File: src/rtl/mod_counter_pkg.sv
// Shared types for the modulo-N display counter.
package mod_counter_pkg;

    typedef enum logic [1:0] {
        MODE_HOLD = 2'b00,
        MODE_DOWN = 2'b01,
        MODE_UP   = 2'b10,
        MODE_SET  = 2'b11
    } mode_t;

endpackage

File: src/rtl/mod_counter_if.sv
// Control/status bundle of one counter digit. The master drives the mode,
// tick and adjust inputs; the counter (slave) returns value and strobes.
interface mod_counter_if #(
    parameter int WIDTH = 6
);
    import mod_counter_pkg::*;

    logic             tick;
    mode_t            mode;
    logic             clear;
    logic             inc_in;
    logic             dec_in;
    logic [WIDTH-1:0] value;
    logic             carry_out;
    logic             at_zero;

    modport master (
        output tick, mode, clear, inc_in, dec_in,
        input  value, carry_out, at_zero
    );

    modport slave (
        input  tick, mode, clear, inc_in, dec_in,
        output value, carry_out, at_zero
    );

endinterface

File: src/rtl/mod_counter_edge_sync.sv
// Synchroniser for an asynchronous level plus rising-edge detector.
// rise is a one-cycle strobe in the clk domain.
module edge_sync #(
    parameter int SYNC_STAGES = 2
) (
    input  logic clk,
    input  logic reset,
    input  logic din,
    output logic rise
);

    generate
        if (SYNC_STAGES < 2) begin : g_bad_stages
            $error("edge_sync: SYNC_STAGES must be >= 2");
        end
    endgenerate

    logic [SYNC_STAGES-1:0] sync_q;
    logic                   hist_q;

    // Shift the async level through the chain; hist holds the previous synced value.
    always_ff @(posedge clk) begin
        if (reset) begin
            sync_q <= '0;
            hist_q <= 1'b0;
        end else begin
            sync_q <= {sync_q[SYNC_STAGES-2:0], din};
            hist_q <= sync_q[SYNC_STAGES-1];
        end
    end

    assign rise = sync_q[SYNC_STAGES-1] & ~hist_q;

endmodule

File: src/rtl/mod_counter.sv
// Modulo-N up/down counter digit with same-cycle carry/borrow for cascading
// and a SET mode driven by synchronised inc/dec pulses.
module mod_counter
    import mod_counter_pkg::*;
#(
    parameter int WIDTH       = 6,
    parameter int MODULUS     = 60,
    parameter int SYNC_STAGES = 2
) (
    input  logic         clk,
    input  logic         reset,
    mod_counter_if.slave bus
);

    generate
        if (MODULUS < 2 || MODULUS > (1 << WIDTH)) begin : g_bad_modulus
            $error("mod_counter: MODULUS must be in 2..2**WIDTH");
        end
    endgenerate

    localparam logic [WIDTH-1:0] MAX_VAL = WIDTH'(MODULUS - 1);

    logic [WIDTH-1:0] value_q;
    logic [WIDTH-1:0] value_d;
    logic             at_zero_q;
    logic             inc_rise;
    logic             dec_rise;
    logic             at_max;
    logic             at_min;

    // Edge detectors run in every mode so a level already high on entry to SET
    // never looks like a fresh press.
    edge_sync #(.SYNC_STAGES(SYNC_STAGES)) u_inc_sync (
        .clk   (clk),
        .reset (reset),
        .din   (bus.inc_in),
        .rise  (inc_rise)
    );

    edge_sync #(.SYNC_STAGES(SYNC_STAGES)) u_dec_sync (
        .clk   (clk),
        .reset (reset),
        .din   (bus.dec_in),
        .rise  (dec_rise)
    );

    assign at_max = (value_q == MAX_VAL);
    assign at_min = (value_q == '0);

    // Next-value mux: tick-driven count in UP/DOWN, edge-driven adjust in SET.
    always_comb begin
        value_d = value_q;
        case (bus.mode)
            MODE_DOWN: begin
                if (bus.tick) value_d = at_min ? MAX_VAL : value_q - WIDTH'(1);
            end
            MODE_UP: begin
                if (bus.tick) value_d = at_max ? '0 : value_q + WIDTH'(1);
            end
            MODE_SET: begin
                // Simultaneous inc and dec cancel out.
                if (inc_rise && !dec_rise)      value_d = at_max ? '0 : value_q + WIDTH'(1);
                else if (dec_rise && !inc_rise) value_d = at_min ? MAX_VAL : value_q - WIDTH'(1);
            end
            default: value_d = value_q;
        endcase
    end

    // Value and at_zero register together so at_zero always matches value.
    always_ff @(posedge clk) begin
        if (reset || bus.clear) begin
            value_q   <= '0;
            at_zero_q <= 1'b1;
        end else begin
            value_q   <= value_d;
            at_zero_q <= (value_d == '0);
        end
    end

    // Carry is combinational so the next digit steps on the same edge as this one wraps.
    assign bus.carry_out = bus.tick & ~bus.clear & ~reset &
                           (((bus.mode == MODE_DOWN) & at_min) |
                            ((bus.mode == MODE_UP)   & at_max));

    assign bus.value   = value_q;
    assign bus.at_zero = at_zero_q;

endmodule

File: src/flat_wrapper.sv
// flat-port wrapper written by rule: the top's interface ports become plain ports
module mod_counter_flat import mod_counter_pkg::*;
#(
    parameter int WIDTH       = 6,
    parameter int MODULUS     = 60,
    parameter int SYNC_STAGES = 2
)
  (clk, reset, bus_tick, bus_mode, bus_clear, bus_inc_in, bus_dec_in, bus_value, bus_carry_out, bus_at_zero);
  mod_counter_if #(.WIDTH(WIDTH)) bus_i ();
  input  logic clk;
  input  logic reset;
  input wire logic [$bits(bus_i.tick)-1:0] bus_tick;
  input wire logic [$bits(bus_i.mode)-1:0] bus_mode;
  input wire logic [$bits(bus_i.clear)-1:0] bus_clear;
  input wire logic [$bits(bus_i.inc_in)-1:0] bus_inc_in;
  input wire logic [$bits(bus_i.dec_in)-1:0] bus_dec_in;
  output wire logic [$bits(bus_i.value)-1:0] bus_value;
  output wire logic [$bits(bus_i.carry_out)-1:0] bus_carry_out;
  output wire logic [$bits(bus_i.at_zero)-1:0] bus_at_zero;
  assign bus_i.tick = bus_tick;
  assign bus_i.mode = bus_mode;
  assign bus_i.clear = bus_clear;
  assign bus_i.inc_in = bus_inc_in;
  assign bus_i.dec_in = bus_dec_in;
  assign bus_value = bus_i.value;
  assign bus_carry_out = bus_i.carry_out;
  assign bus_at_zero = bus_i.at_zero;
  mod_counter #(.WIDTH(WIDTH), .MODULUS(MODULUS), .SYNC_STAGES(SYNC_STAGES)) u_core (.clk(clk), .reset(reset), .bus(bus_i));
endmodule
File: config.mk
export PLATFORM = sky130hd
export DESIGN_NAME = mod_counter_flat
export DESIGN_NICKNAME = d
export VERILOG_FILES = /design/src/rtl/mod_counter_pkg.sv /design/src/rtl/mod_counter_if.sv /design/src/rtl/mod_counter_edge_sync.sv /design/src/rtl/mod_counter.sv /design/src/flat_wrapper.sv
export SDC_FILE = /design/constraint.sdc
export NUM_CORES = 1
export LEC_CHECK = 0
export ABC_CLOCK_PERIOD_IN_PS = 4200
export CAP_MARGIN = 0
export CORE_ASPECT_RATIO = 0.8
export CORE_MARGIN = 3
export CORE_UTILIZATION = 47
export CTS_CLUSTER_SIZE = 12
export DETAILED_ROUTE_END_ITERATION = 16
export GPL_TIMING_DRIVEN = 0
export HOLD_SLACK_MARGIN = 0.08
export PLACE_DENSITY = 0.7
export SYNTH_ARGS = -nofsm -noshare
export SYNTH_HDL_FRONTEND = slang
export SYNTH_SLANG_ARGS = --single-unit
File: constraint.sdc
create_clock -name clk -period 4.2 [get_ports clk]
set_input_delay 1.05 -clock clk [delete_from_list [all_inputs] [get_ports clk]]
set_output_delay 1.05 -clock clk [all_outputs]
set_load 0.01 [all_outputs]
# Word level (Yosys, flattened, before mapping)
# Index checks and enable logic that the tools add are counted.
[op_classes] addsub=2 multipliers=0 div_mod_pow=0 order_cmp=0 n_eq_ne=4 shift=0 n_mux=7 bitwise_logic=12 n_reduce_logical=7
[op_table] cell="6-bit two-way mux" count=6
[op_table] cell="6-bit one-hot mux with 3 select lines" count=1
[op_table] cell="6-bit zero test" count=2
[op_table] cell="1-bit bitwise AND" count=7
[op_table] cell="6-bit by 1-bit adder with 6-bit output, second input constant" count=1
[op_table] cell="6-bit equality test, second input constant" count=1
[op_table] cell="6-bit by 1-bit subtractor with 6-bit output, second input constant" count=1
[op_table] cell="2-bit equality test, second input constant" count=2
[op_table] cell="1-bit NOT" count=4
[op_table] cell="2-bit by 1-bit equality test with 1-bit output, second input constant" count=1
[op_table] cell="1-bit logical AND" count=2
[op_table] cell="1-bit zero test" count=2
[op_table] cell="1-bit logical OR" count=1
[op_table] cell="1-bit OR" count=1
[totals] ff_bits=13 latchBits=0 mem_bits_rw=0 mem_bits_ro=0 input_bits=8 output_inout_bits=8 elab_cells=38 memories=0

# Depth between registers and ports, before layout
# Gate-level depths: netlist of run 1.
[depth] ltp_word=8 depth_mapped=9 mapped_depth_nobuf=9

# By module
# From an unflattened synthesis of run 1, not the netlist that was laid out.
[hier_totals] hier_cells=157 area_unflattened_um2=1219.9
[by_module_without_submodules] module="mod_counter" instances=1 cells_per_inst=143 area_each_um2=1044.8
[by_module_without_submodules] module="edge_sync" instances=2 cells_per_inst=7 area_each_um2=87.6

# Worst setup path after synthesis of run 1
# OpenSTA, ideal clock, no wires.
[synth_path] path_type="in2out" from="in bus_mode[0]" to="out bus_carry_out" arrival_ns=1.527 required_ns=3.150 path_slack_ns=1.623 cell_stages=3 path_buffers=0 cell_sequence="nand2b_1 > o22ai_1 > and3_1"
[synth_via] elab_chain_len=4 elab_cells_between_ends=6
[synth_rtl] item="from (decl)" line_no="flat_wrapper.sv:13" source="input wire logic [$bits(bus_i.mode)-1:0] bus_mode;"
[synth_rtl] item="2-bit by 1-bit equality test with 1-bit output or 2-bit equality test (tied branches)" line_no="mod_counter.sv:82, mod_counter.sv:83"
[synth_rtl] item="1-bit bitwise AND, on equally long branches" line_no="mod_counter.sv:82, mod_counter.sv:83"
[synth_rtl] item="1-bit OR *" line_no="mod_counter.sv:82" source="(((bus.mode == MODE_DOWN) & at_min) |"
[synth_rtl] item="1-bit bitwise AND *" line_no="mod_counter.sv:81" source="assign bus.carry_out = bus.tick & ~bus.clear & ~reset &"
[synth_rtl] item="to (decl)" line_no="flat_wrapper.sv:18" source="output wire logic [$bits(bus_i.carry_out)-1:0] bus_carry_out;"
# Every way passes the cells marked *; elsewhere a longest branch is shown, timed or not.

# Worst setup path after layout of run 1
[layout_path] from="in bus_tick" to="out bus_carry_out"
[layout_via] elab_chain_len=3
[layout_rtl] item="from (decl)" line_no="flat_wrapper.sv:12" source="input wire logic [$bits(bus_i.tick)-1:0] bus_tick;"
[layout_rtl] item="1-bit bitwise AND (3 in a row)" line_no="mod_counter.sv:81"
# Every way passes these cells.

==> reports/qor_table.md, run 1 <==
| Quantity | Value |
|:---|:---|
| Area of the die | 2850 sq um |
| Synth Warn # | 0 |
| Count leader, synth | dfxtp_1 |
| Average wire per cell in the routed design | 15.6 um |
| Maximum clock insertion buffer count | 2 |
| Root Buffer Master | clkbuf_4 |
| Kind of start point of the critical path | input port |
| Total setup violations reported at the end of the flow | 0 |
| Placer congestion estimate | 0.931 |
| Synthesized flop and latch total | 13 |
| Maximum clock skew at final layout | 0.508 ps |
| Cells taking the most area after synthesis | dfxtp_1 (25%), a21oi_1 (5.7%), nor2b_1 (4.8%) |
| Placement Rows | 14 |
| Worst setup path startpoint | bus_tick |
| Overflow after GRT | 0 |
| Setup repair after global routing missed its margin | no |
| Hold buffer count at cts | 0 |
| Pin count of the biggest net entering global routing | 11 |
| Reg-to-Reg Start | u_core.bus.value[0] |
| Via count normalized by instance count | 6.13 |
| Status | finished clean |
| Worst-skew pair later-pin latency | 270 ps |
| Fraction of layout instances using a drive strength above 1 | 8.28% |
| Die Span Y | 48.3 um |
| Class of the most critical setup path | in2out |
| TritonCTS Buffers | 3 |
| Number of buffers added for setup after CTS | 0 |
| Critical path endpoint category | output pin |
| Input/output buffers | 15 |
| Post-synth top area cell | dfxtp_1 |
| P&R area growth vs syn | 19.6% |
| Global-route usage over all layers | 21.2% |
| Number of global-route vias before repair | 974 |
| Mean instance size in the synthesized netlist | 7.63 sq um |
| CTS tree | yes |
| Clock-pin slew on the worst setup and hold paths | 70 ps |
| Worst reg2reg path depth | 9 |
| Signal arrival time at the worst endpoint | 2690 ps |
| Commonest cells post-synth | dfxtp_1 (13), a21oi_1 (12), o21ai_0 (9) |
| Worst-Margin Slew | 488 ps |
| Remaining antenna violation count | 0 |
| Boundary Pins | 16 |
| Layout Nets | 169 |
| Number of cells produced by synthesis | 138 |
| Number of enable-type register cells in the synthesized netlist | 0 |
| Iteration-0 DRC count of the detailed router | 95 |
| Total iterations of the first detailed-routing run | 5 |
| Clock net sink count | 13 |
| Worst slew slack as a fraction of its limit | 67.2% |
| Via count of the routed design | 1109 |
| Cells resized by post-CTS repair | 0 |
| Antenna violations before repair | 0 |
| Post-synth cell types | 46 |
| Post-DP HPWL | 2.22 mm |
| Slew Viols, Final | 0 |
| Prevailing post-synth register cell | dfxtp_1 |
| Clock H-tree levels | 1 |
| Class of the tightest hold or removal check | reg2reg |
| Worst Path Required | 3150 ps |
| Pwr per Cell Area | 236 nW/um^2 |
| Number of DRC violations after detailed routing | 0 |
| Worst setup slack for register-to-register paths | 1810 ps |
| Area fraction of the dominant cell type after synthesis | 24.7% |
| Maximum resistive drop on vdd | 0.266 mV |
| Terminus of the critical flop-to-flop path | u_core.bus.at_zero |
| Worst-case setup slack after placement | 497 ps |
| Net count after synthesis | 149 |
| Total negative setup slack | 0 ps |
| Count of cells along the worst hold path | 1 |
| Maximum clock rate | 0.267 GHz |
| Time the final worst path needs with I/O delays and setup | 3740 ps |
| Max capacitance violation total | 0 |
| End point of the critical path | bus_carry_out |
| Global-route wire length before repair | 4.75 mm |
| Endpoints failing hold | 0 |
| Post-synthesis instance area | 1050 sq um |
| Antenna cell count | 0 |
| Placeable core region | 2000 sq um |
| Tcrit/Tclk final | 89.1% |
| Leakage dissipation | 0.000480 uW |
| DIE WIDTH | 58.9 um |
| Post-synthesis async set-or-reset flop share | 0% |
| Largest driver fanout on the critical path | 10 |
| Sequential area share after synthesis | 24.7% |
| Worst Setup Slack, final | 458 ps |
| Initial cell density of the core | 52.8% |
| Routed Wire Length | 2.83 mm |
## layout by cell type, fill, tap and decap left out, types with 3 or more instances in the layout
cell,instances
clkbuf_1,4
nand4_1,4
nand3_1,5
nor2_1,7
o22ai_1,3
a31oi_1,4
o21ai_0,9
nor3_1,8
inv_1,7
nor2b_1,8
nand2b_1,3
dfxtp_1,13
buf_2,3
ha_1,3
a21oi_1,12
nand2_1,6
clkbuf_4,3
clkdlybuf4s50_1,15
## flip-flops by register name, indices dropped and copies added, names as in the netlist
name / flops
u_core.u_dec_sync.sync_q: 2
u_core.bus.at_zero: 1
u_core.u_inc_sync.hist_q: 1
u_core.bus.value: 6
u_core.u_dec_sync.hist_q: 1
u_core.u_inc_sync.sync_q: 2
## final cells by class
class                           count  area [sq um]
Buffer                              8          48.8
Clock buffer                        4          26.3
Fill cell                         182           737
Inverter                            7          26.3
Multi-Input combinational cell    110           718
Sequential cell                    13           260
Tap cell                           24          30.0
Timing Repair Buffer               15           150
## stage by stage
stage	cell area, sq um	hold slack (ps)	utilization [%]	cells	total power [uW]
2_1_floorplan	1050	414	-	138	195
3_3_place_gp	1230	420	61.8	177	224
3_5_place_dp	1230	428	61.8	177	226
4_1_cts	1260	447	63.1	181	299
5_1_grt	1260	459	63.1	181	320
6_report	1260	440	63.1	181	297
## worst max-delay path, cell delays in order
cell	delay (ps)
clkdlybuf4s50_1	510
clkbuf_1	380
and3_1	220
clkdlybuf4s50_1	530
## cell families after synthesis
logic type	synth area share (%)
buffers and inverters	7.13
adder cells (fa/ha/maj)	3.56
XOR/XNOR	1.66
multiplexers	1.90
flip-flops	24.7
AND/OR/NAND/NOR	27.7
AO/OA/AOI/OAI	33.4
## per-layer routing
| layer | part of all wire [%] | vias up | routed length, um | GRT usage, % |
|---|---|---|---|---|
| li1 | - | 552 | - | - |
| met1 | 48 | 504 | 1360 | 33.4 |
| met2 | 42 | 51 | 1180 | 28.7 |
| met3 | 9.7 | 2 | 275 | 5.85 |
| met4 | 0.57 | 0 | 16 | 2.64 |
| met5 | 0 | - | 0 | 0 |
## worst min path at each step
stage                                      from                     endpoint  slack (ps)
finish              u_core.u_inc_sync.sync_q[0]  u_core.u_inc_sync.sync_q[1]         440
global route        u_core.u_dec_sync.sync_q[0]  u_core.u_dec_sync.sync_q[1]         460
CTS                 u_core.u_inc_sync.sync_q[0]  u_core.u_inc_sync.sync_q[1]         450
detailed placement  u_core.u_dec_sync.sync_q[0]  u_core.u_dec_sync.sync_q[1]         430
global placement    u_core.u_inc_sync.sync_q[0]  u_core.u_inc_sync.sync_q[1]         420
floorplan           u_core.u_dec_sync.sync_q[0]  u_core.u_dec_sync.sync_q[1]         410
## where the power goes
| group | total [uW] | internal [uW] | leakage, uW | switching (uW) |
|---|---|---|---|---|
| Sequential | 134 | 129 | 0.000107 | 4.88 |
| Combinational | 91.0 | 39.9 | 0.000358 | 51.1 |
| Clock | 72.6 | 36.8 | 0.0000150 | 35.8 |
| Total | 297 | 206 | 0.000480 | 91.8 |
No activity file was read; power rests on OpenSTA's default activity.
==> run 2, diff against run 1 <==
--- a/config.mk
+++ b/config.mk
@@ -8,8 +8,8 @@
 export ABC_CLOCK_PERIOD_IN_PS = 4200
 export CAP_MARGIN = 0
 export CORE_ASPECT_RATIO = 0.8
-export CORE_MARGIN = 3
 export CORE_UTILIZATION = 47
+export CTS_CLUSTER_DIAMETER = 30
 export CTS_CLUSTER_SIZE = 12
 export DETAILED_ROUTE_END_ITERATION = 16
 export GPL_TIMING_DRIVEN = 0
==> run 2 against run 1 <==
Net effect: via count rose by 3.8%; sequential share of layout area is the same; maximum frequency is essentially flat; routed wire length about the same; worst setup slack is essentially flat; critical path depth stayed put; final cell count unchanged; die area shrank 14%; clock power increased by 1%; design area is the same; highest routed layer unchanged.
==> reports/qor_table.md, run 2 (synthesis results as in run 1) <==
| Quantity | Value |
|:---|:---|
| Worst-Margin Slew | 474 ps |
| Maximum resistive drop on vdd | 0.273 mV |
| Leakage dissipation | 0.000480 uW |
| Number of placed instances with taps included | 177 |
| Maximum clock skew at final layout | 1.51 ps |
| Area used by sequential logic in the layout | 260 sq um |
| Critical path endpoint category | output pin |
| Area of the die | 2440 sq um |
| Number of DRC violations after detailed routing | 0 |
| Pin count of the biggest net entering global routing | 11 |
| Time the final worst path needs with I/O delays and setup | 3740 ps |
| TritonCTS Buffers | 3 |
| Worst setup path startpoint | bus_tick |
| Placeable core region | 2000 sq um |
| Global-route wire length before repair | 4.39 mm |
| Final Non-Filler Cells | 181 |
| Iteration-0 DRC count of the detailed router | 69 |
| Number of buffers added for setup after CTS | 0 |
| Clock net sink count | 13 |
| Total negative setup slack | 0 ps |
| Initial cell density of the core | 52.8% |
| Class of the most critical setup path | in2out |
| Slew Viols, Final | 0 |
| Tcrit/Tclk final | 89.1% |
| Setup repair after global routing missed its margin | no |
| Status | finished clean |
| Total of fill cells in the finished design | 203 |
| Area taken by multi-input logic gates | 718 sq um |
| Antenna violations before repair | 0 |
| Most frequent cells in the layout | clkdlybuf4s50_1 (15), dfxtp_1 (13), a21oi_1 (12) |
| Die Span Y | 44.3 um |
| Maximum clock insertion buffer count | 2 |
| Placement Rows | 14 |
| Post-DP HPWL | 2.17 mm |
| Overflow after GRT | 0 |
| Terminus of the critical flop-to-flop path | u_core.bus.at_zero |
| Cells resized by post-CTS repair | 0 |
| Average wire per cell in the routed design | 15.6 um |
| Layout Nets | 169 |
| Max capacitance violation total | 0 |
| P&R area growth vs syn | 19.6% |
| Routed Wire Length | 2.82 mm |
| Reg-to-Reg Start | u_core.bus.value[0] |
| Max reg flops | 6 |
| End point of the critical path | bus_carry_out |
| Antenna cell count | 0 |
| Clock-pin slew on the worst setup and hold paths | 70 ps |
| Total setup violations reported at the end of the flow | 0 |
| Worst setup slack for register-to-register paths | 1840 ps |
| Largest driver fanout on the critical path | 10 |
| Via count of the routed design | 1151 |
| Placer congestion estimate | 0.951 |
| Number of global-route vias before repair | 920 |
| Via count normalized by instance count | 6.36 |
| Worst slew slack as a fraction of its limit | 68.1% |
| Maximum clock rate | 0.267 GHz |
| Clock H-tree levels | 1 |
| Kind of start point of the critical path | input port |
| Endpoints failing hold | 0 |
| Class of the tightest hold or removal check | reg2reg |
| Post-layout util | 63.1% |
| Hold buffer count at cts | 0 |
| Remaining antenna violation count | 0 |
| Most common cell after layout, fill and taps aside | clkdlybuf4s50_1 |
| Root Buffer Master | clkbuf_4 |
| Pwr per Cell Area | 237 nW/um^2 |
| DIE WIDTH | 54.9 um |
| Total iterations of the first detailed-routing run | 6 |
| Signal arrival time at the worst endpoint | 2690 ps |
| Worst-skew pair later-pin latency | 270 ps |
| Fraction of layout instances using a drive strength above 1 | 8.28% |
| Worst reg2reg path depth | 9 |
| Input/output buffers | 15 |
| Global-route usage over all layers | 25.4% |
| Boundary Pins | 16 |
| CTS tree | yes |
| Worst Path Required | 3150 ps |
run 2: through the flow:
step	hold slack [ps]	area (sq um)	power (uW)	setup WS, ps
finish	445	1260	299	458
global route	459	1260	316	433
floorplan	414	1050	195	1620
CTS	450	1260	300	496
detailed placement	433	1230	225	497
global placement	422	1230	224	507
run 2: where the power goes:
part           leakage (uW)  switching [uW]  internal [uW]
logic              0.000358            51.5           40.0
clock network     0.0000150            36.8           36.8
registers          0.000107            4.92            129
run 2: critical path: stages:
cell and delay [ps]:
clkdlybuf4s50_1 520, clkbuf_1 370, and3_1 220, clkdlybuf4s50_1 530
run 2: routing by layer:
| metal | wire length [um] | vias to the layer above | GRT usage (%) |
|---|---|---|---|
| met4 | 15 | 0 | 5.00 |
| met1 | 1320 | 526 | 39.7 |
| met5 | 0 | - | 0 |
| li1 | - | 554 | - |
| met2 | 1180 | 69 | 33.7 |
| met3 | 304 | 2 | 7.56 |
run 2: area by class of cell:
type / count / share of cell area, %
multi-input cells: 110 / 57.0
flip-flops and latches: 13 / 20.7
repair buffers: 15 / 11.9
plain buffers: 8 / 3.87
well taps: 24 / 2.38
clock buffers: 4 / 2.09
inverters: 7 / 2.09
run 2: how the worst min path moves through the flow:
stage | from | end | slack (ps) | cells past startpoint
after global placement | u_core.u_inc_sync.sync_q[0] | u_core.u_inc_sync.sync_q[1] | 420 | 1
after global routing | u_core.u_inc_sync.sync_q[0] | u_core.u_inc_sync.sync_q[1] | 460 | 1
final | u_core.u_inc_sync.sync_q[0] | u_core.u_inc_sync.sync_q[1] | 440 | 1
after floorplan | u_core.u_dec_sync.sync_q[0] | u_core.u_dec_sync.sync_q[1] | 410 | 1
after CTS | u_core.u_inc_sync.sync_q[0] | u_core.u_inc_sync.sync_q[1] | 450 | 1
after detailed placement | u_core.u_inc_sync.sync_q[0] | u_core.u_inc_sync.sync_q[1] | 430 | 1
